[config.mk]
export PLATFORM = sky130hd
export DESIGN_NAME = insn_encoder
export DESIGN_NICKNAME = d
export VERILOG_FILES = /design/src/rtl/insn_encoder.sv
export SDC_FILE = /design/constraint.sdc
export NUM_CORES = 1
export LEC_CHECK = 0
export CAP_MARGIN = 20
export CORE_MARGIN = 2
export CORE_UTILIZATION = 25
export CTS_BUF_LIST = sky130_fd_sc_hd__clkbuf_8
export CTS_CLUSTER_SIZE = 40
export DETAILED_ROUTE_END_ITERATION = 10
export GPL_TIMING_DRIVEN = 0
export PLACE_DENSITY = 0.59
export SYNTH_ARGS = -nofsm -noshare
export SYNTH_HDL_FRONTEND = slang
export SYNTH_SLANG_ARGS = --single-unit
[constraint.sdc]
create_clock -name i_clk -period 2.15 [get_ports i_clk]
set_input_delay 0.215 -clock i_clk [delete_from_list [all_inputs] [get_ports i_clk]]
set_output_delay 0.215 -clock i_clk [all_outputs]
set_load 0.02 [all_outputs]
[src/rtl/insn_encoder.sv]
// RV32I program loader: packs decoded instruction fields into machine words and
// streams them into instruction memory, flagging illegal or out-of-range bundles.
module insn_encoder #(
  parameter int unsigned ADDR_W = 10,
  parameter int unsigned DEPTH  = 1024
) (
  input  logic                i_clk,
  input  logic                i_rst_n,
  input  logic                i_start,
  input  logic                i_vld,
  output logic                o_rdy,
  input  logic                i_last,
  input  logic [3:0]          i_cls,
  input  logic [3:0]          i_alu_op,
  input  logic [2:0]          i_f3,
  input  logic [4:0]          i_rd,
  input  logic [4:0]          i_rs1,
  input  logic [4:0]          i_rs2,
  input  logic [31:0]         i_imm,
  output logic                o_imem_wren,
  output logic [ADDR_W-1:0]   o_imem_addr,
  output logic [31:0]         o_imem_wdata,
  output logic                o_busy,
  output logic                o_done,
  output logic                o_err,
  output logic [1:0]          o_err_code,
  output logic [ADDR_W:0]     o_count
);

  localparam int unsigned CNT_W = ADDR_W + 1;

  localparam logic [6:0] OP_R     = 7'b0110011;
  localparam logic [6:0] OP_IMM   = 7'b0010011;
  localparam logic [6:0] OP_LD    = 7'b0000011;
  localparam logic [6:0] OP_ST    = 7'b0100011;
  localparam logic [6:0] OP_BR    = 7'b1100011;
  localparam logic [6:0] OP_JAL   = 7'b1101111;
  localparam logic [6:0] OP_JALR  = 7'b1100111;
  localparam logic [6:0] OP_LUI   = 7'b0110111;
  localparam logic [6:0] OP_AUIPC = 7'b0010111;

  typedef enum logic [1:0] {S_IDLE, S_LOAD, S_DONE, S_ERR} state_t;

  state_t             state_q, state_d;
  logic [CNT_W-1:0]   ptr_q, ptr_d;
  logic               wren_q, wren_d;
  logic [ADDR_W-1:0]  addr_q, addr_d;
  logic [31:0]        wdata_q, wdata_d;
  logic [1:0]         err_code_q, err_code_d;

  logic               rdy;
  logic               accept;
  logic [2:0]         alu_f3;
  logic               alu_alt;
  logic               shift_op;
  logic [6:0]         f7;
  logic               field_bad;
  logic               imm_bad;
  logic               ovf;
  logic [1:0]         bad_code;
  logic [31:0]        word;
  logic signed [31:0] simm;
  logic               imm12_bad;
  logic               imm13_bad;
  logic               imm21_bad;

  assign simm      = i_imm;
  assign imm12_bad = (simm < -32'sd2048) || (simm > 32'sd2047);
  assign imm13_bad = (simm < -32'sd4096) || (simm > 32'sd4094) || i_imm[0];
  assign imm21_bad = (simm < -32'sd1048576) || (simm > 32'sd1048574) || i_imm[0];
  assign ovf       = (ptr_q == CNT_W'(DEPTH));
  assign accept    = rdy && i_vld;

  // Field validation and RV32I word packing for the presented bundle.
  always_comb begin : encode
    alu_f3    = 3'b000;
    alu_alt   = 1'b0;
    shift_op  = 1'b0;
    field_bad = 1'b0;
    imm_bad   = 1'b0;
    word      = '0;
    case (i_alu_op)
      4'd1:    alu_alt = 1'b1;
      4'd2:    alu_f3  = 3'b010;
      4'd3:    alu_f3  = 3'b011;
      4'd4:    alu_f3  = 3'b100;
      4'd5:    alu_f3  = 3'b110;
      4'd6:    alu_f3  = 3'b111;
      4'd7:    begin alu_f3 = 3'b001; shift_op = 1'b1; end
      4'd8:    begin alu_f3 = 3'b101; shift_op = 1'b1; end
      4'd9:    begin alu_f3 = 3'b101; shift_op = 1'b1; alu_alt = 1'b1; end
      default: ;
    endcase
    f7 = alu_alt ? 7'b0100000 : 7'b0000000;
    case (i_cls)
      4'd0: begin
        field_bad = (i_alu_op > 4'd9);
        word      = {f7, i_rs2, i_rs1, alu_f3, i_rd, OP_R};
      end
      4'd1: begin
        field_bad = (i_alu_op == 4'd1) || (i_alu_op > 4'd9);
        if (shift_op) begin
          imm_bad = |i_imm[31:5];
          word    = {f7, i_imm[4:0], i_rs1, alu_f3, i_rd, OP_IMM};
        end else begin
          imm_bad = imm12_bad;
          word    = {i_imm[11:0], i_rs1, alu_f3, i_rd, OP_IMM};
        end
      end
      4'd2: begin
        field_bad = !((i_f3 == 3'd0) || (i_f3 == 3'd1) || (i_f3 == 3'd2) ||
                      (i_f3 == 3'd4) || (i_f3 == 3'd5));
        imm_bad   = imm12_bad;
        word      = {i_imm[11:0], i_rs1, i_f3, i_rd, OP_LD};
      end
      4'd3: begin
        field_bad = (i_f3 > 3'd2);
        imm_bad   = imm12_bad;
        word      = {i_imm[11:5], i_rs2, i_rs1, i_f3, i_imm[4:0], OP_ST};
      end
      4'd4: begin
        field_bad = (i_f3 == 3'd2) || (i_f3 == 3'd3);
        imm_bad   = imm13_bad;
        word      = {i_imm[12], i_imm[10:5], i_rs2, i_rs1, i_f3, i_imm[4:1], i_imm[11], OP_BR};
      end
      4'd5: begin
        imm_bad = imm21_bad;
        word    = {i_imm[20], i_imm[10:1], i_imm[11], i_imm[19:12], i_rd, OP_JAL};
      end
      4'd6: begin
        imm_bad = imm12_bad;
        word    = {i_imm[11:0], i_rs1, 3'b000, i_rd, OP_JALR};
      end
      4'd7:    word = {i_imm[31:12], i_rd, OP_LUI};
      4'd8:    word = {i_imm[31:12], i_rd, OP_AUIPC};
      default: field_bad = 1'b1;
    endcase
    // Field errors outrank immediate errors, which outrank overflow.
    if (field_bad)    bad_code = 2'd1;
    else if (imm_bad) bad_code = 2'd2;
    else if (ovf)     bad_code = 2'd3;
    else              bad_code = 2'd0;
  end

  always_ff @(posedge i_clk or negedge i_rst_n) begin : state_reg
    if (!i_rst_n) state_q <= S_IDLE;
    else          state_q <= state_d;
  end

  always_comb begin : next_state
    state_d = state_q;
    if (i_start) begin
      state_d = S_LOAD;
    end else if (state_q == S_LOAD && accept) begin
      if (bad_code != 2'd0) state_d = S_ERR;
      else if (i_last)      state_d = S_DONE;
    end
  end

  always_comb begin : state_outputs
    rdy    = (state_q == S_LOAD) && !i_start;
    o_busy = (state_q == S_LOAD);
    o_done = (state_q == S_DONE);
    o_err  = (state_q == S_ERR);
  end

  // Write pipeline: one registered write per legal accept.
  always_comb begin : datapath
    ptr_d      = ptr_q;
    wren_d     = 1'b0;
    addr_d     = addr_q;
    wdata_d    = wdata_q;
    err_code_d = err_code_q;
    if (i_start) begin
      ptr_d      = '0;
      err_code_d = 2'd0;
    end else if (accept) begin
      if (bad_code != 2'd0) begin
        err_code_d = bad_code;
      end else begin
        wren_d  = 1'b1;
        addr_d  = ptr_q[ADDR_W-1:0];
        wdata_d = word;
        ptr_d   = ptr_q + CNT_W'(1);
      end
    end
  end

  always_ff @(posedge i_clk or negedge i_rst_n) begin : datapath_reg
    if (!i_rst_n) begin
      ptr_q      <= '0;
      wren_q     <= 1'b0;
      addr_q     <= '0;
      wdata_q    <= '0;
      err_code_q <= 2'd0;
    end else begin
      ptr_q      <= ptr_d;
      wren_q     <= wren_d;
      addr_q     <= addr_d;
      wdata_q    <= wdata_d;
      err_code_q <= err_code_d;
    end
  end

  assign o_rdy        = rdy;
  assign o_imem_wren  = wren_q;
  assign o_imem_addr  = addr_q;
  assign o_imem_wdata = wdata_q;
  assign o_err_code   = err_code_q;
  assign o_count      = ptr_q;

endmodule

==> results.md <==
- RSZ-0062 raised after global routing: yes
- Reg area: 0.00143 mm2
- I/O pin count: 123
- # port buffers: 117
- Die Width: 121 um
- Critical path buffers and inverters: 2
- Placed Cells: 689
- Clock skew: 11.3 ps
- Slew Limit Headroom: 0.453
- Die area: around 0.015 mm2
- HP Start: i_imm[20]
- Async S/R FF share, synth: 1.00
- Avg Cell Area, Syn: 8.61 um2
- Initial antenna violation count: 0
- Synth area leaders: dfrtp_1, a21oi_1, nor2_1, mux2_2, nand2_1
- Tcrit/Tclk final: 0.969
- Routed length per instance: 17.7 um
- Share of cells above drive strength 1: 0.213
- Root Driver: clkbuf_8
- Routed Antenna Nets: 0
- Pins Over Slew Limit: 0
- Crit Path Max Fanout: 5
- R2R Path Start: state_q[1]
- CTS tree: done
- Clock Sinks: 57
- Top-area cell type share of the netlist area: 0.420
- Finish-stage setup viols: 0
- PnR worst setup slack: ~67 ps
- Htree depth: 3
- CP dominant cell by count: nor2b_4
- Final min period: 2080 ps
- Initial DRC count: around 310
- Clock-pin slew on the worst setup and hold paths: 70 ps
- Post-route insts no fill: slightly above 700
- Area of the multi-input gates: 0.00201 mm2
- Hold Crit Class: in2reg
- Area Growth Syn to Fin: 60.7%
- # fillers: 1329
- Nets: 610
- GR Util All Layers: 0.173
- PD cells: about 750 mW/mm2
- Crit. End Element: register
- Routed WL: 12.8 mm
- First-pass GRT wire length: between 15 and 20 mm
- Post-synth top cells: nor2_1, dfrtp_1, a21oi_1
- VDD IR max: 385 uV
- Worst-Skew Late Latency: 350 ps
- Max-Cap Viols: 0
- Initial core utilization: 0.257
- GPL Wtd Cong: 0.847
- Pre-CTS setup slack: -1060 ps
- Critical path's top delay family: simple AND/OR/NAND/NOR gates
- Post-Syn Instances: 395
- Most common cell in the netlist: nor2_1
- Fmax: 0.480 GHz
- Crit path from: state_q[1]
- Inserted Diodes: 0
- Distinct cells, synth: 58
- Synth warn: 0
- Number of synthesized register bits: between 50 and 60
- Maximum root-to-sink buffer count: 2
- Largest net degree at the start of global routing: 40
- Critical path's largest stage delay: 430 ps
- Vias: 3703
- Crit Path Class: reg2reg
- Fin. Hold Viols: 0
- Setup TNS: 0 ps
- Post-synthesis sequential area ratio: 0.420
- Worst setup SP type: register
- CP Cell Sequence: nor2b_4 -> nor2b_4 -> and2_4 -> nand3_4 -> nor4_4 -> buf_6 -> buf_4 -> mux2_2 -> mux2i_1
- Worst Max-Slew Pin Slew: 815 ps
- Outcome: completed
- Vias per cell: 5.10
- # DRC: 0
- Worst path slowest cell: dfrtp_2
- Num CTS Buffers: 9
- Syn nets: 460
- Global route total overflow: 0
- Core area: between 0.01 and 0.015 mm2
- Vias in the first global route: 3515
- Data arrival, critical path: 2360 ps
- Site Rows: 42
- Lkg Pwr: 2.31 nW
- Die H: around 120 um
- Hpwl dp: 9.37 mm
- Hold_ws: approximately 270 ps
- Cell area after synthesis: around 0.0034 mm2
- DRT Pass-1 Iters: 5
- Yosys top cell by area: dfrtp_1
- EDFF count, synth: 0
- Worst endpoint required time: between 2000 and 2500 ps
- Total power: approximately 0.0041 W
- Ys flop type: dfrtp_1
[flip-flops by register name, summed over array words and instances (netlist names)]
signal	count
o_err_code	2
o_count	11
o_imem_wdata	31
o_imem_addr	10
o_imem_wren	1
state_q	2
[routing by layer]
| layer | vias up | global-route usage | part of all wire |
|---|---|---|---|
| li1 | 1726 | - | - |
| met2 | 122 | 0.272 | 0.47 |
| met3 | 14 | 0.0297 | 0.062 |
| met1 | 1841 | 0.236 | 0.45 |
| met4 | 0 | 0.0719 | 0.016 |
| met5 | - | 0 | 0 |
[area by class of cell]
type | count | area share
plain buffers | 23 | 0.0309
clock buffers | 12 | 0.0302
clock inverters | 4 | 0.0135
inverters | 12 | 0.00893
multi-input cells | 301 | 0.368
flip-flops and latches | 57 | 0.262
well taps | 176 | 0.0403
repair buffers | 141 | 0.246
[report_power, final]
part | leakage, nW | internal [W] | total (W) | switching (W)
Combinational | 1.48 | 0.000705 | 0.00146 | 0.000752
Sequential | 0.715 | 0.00129 | 0.00143 | 0.000134
Clock | 0.123 | 0.000748 | 0.00123 | 0.000478
[cell usage in the layout, fill, tap and decap left out, types with 7 or more instances in the layout]
cell type	n
dlygate4sd2_1	17
a22oi_1	14
clkdlybuf4s50_1	81
mux2_4	9
nor2b_1	10
a21oi_1	53
dlymetal6s2s_1	10
nor2_1	55
nand4_1	10
nand3_1	13
inv_1	10
nand2_1	30
buf_4	24
buf_2	7
dfrtp_1	55
clkbuf_8	13
[through the flow]
stage | area (um2) | utilization
global placement | 4870 | 0.367
CTS | 5290 | 0.399
global route | 5460 | 0.413
floorplan | 3470 | -
detailed placement | 4880 | 0.369
finish | 5460 | 0.413
[worst paths after layout]
kind / to / slack, ps / cells past startpoint
worst min register to register: o_imem_wdata[6] / 500 / 2
worst max register to register: o_count[4] / 70 / 9
worst min-delay path: o_imem_wdata[20] / 270 / 3
min in group asynchronous: o_imem_wdata[14] / 360 / 2
worst max-delay path: o_count[4] / 70 / 9
max in group asynchronous: o_count[1] / 1190 / 3
[kinds of logic (layout without fill, tap and decap cells)]
logic type,count (synthesis),after routing,share of synthesized area
DFF,57,57,0.420
buffers and inverters,37,192,0.0519
AOI/OAI and AO/OA,112,112,0.211
muxes,19,19,0.0615
adders and majority gates,2,2,0.00736
xor gates and xnor gates,3,3,0.00773
and+or+nand+nor,165,165,0.241
[worst min-delay path: cells and delay by family]
family	cells	cell delay [ps]
AOI/OAI and AO/OA	2	220
buffers and inverters	1	140
[timing repair]
action                     4_1_cts  5_1_grt
buffers inserted                11       10
pin swaps                       13       19
hold buffers                     1        0
resized for setup               53       42
hold endpoints to repair        18        0
setup endpoints to repair       55       54
cloned                           1        0
Note: power is estimated with default switching activity, not from simulation.
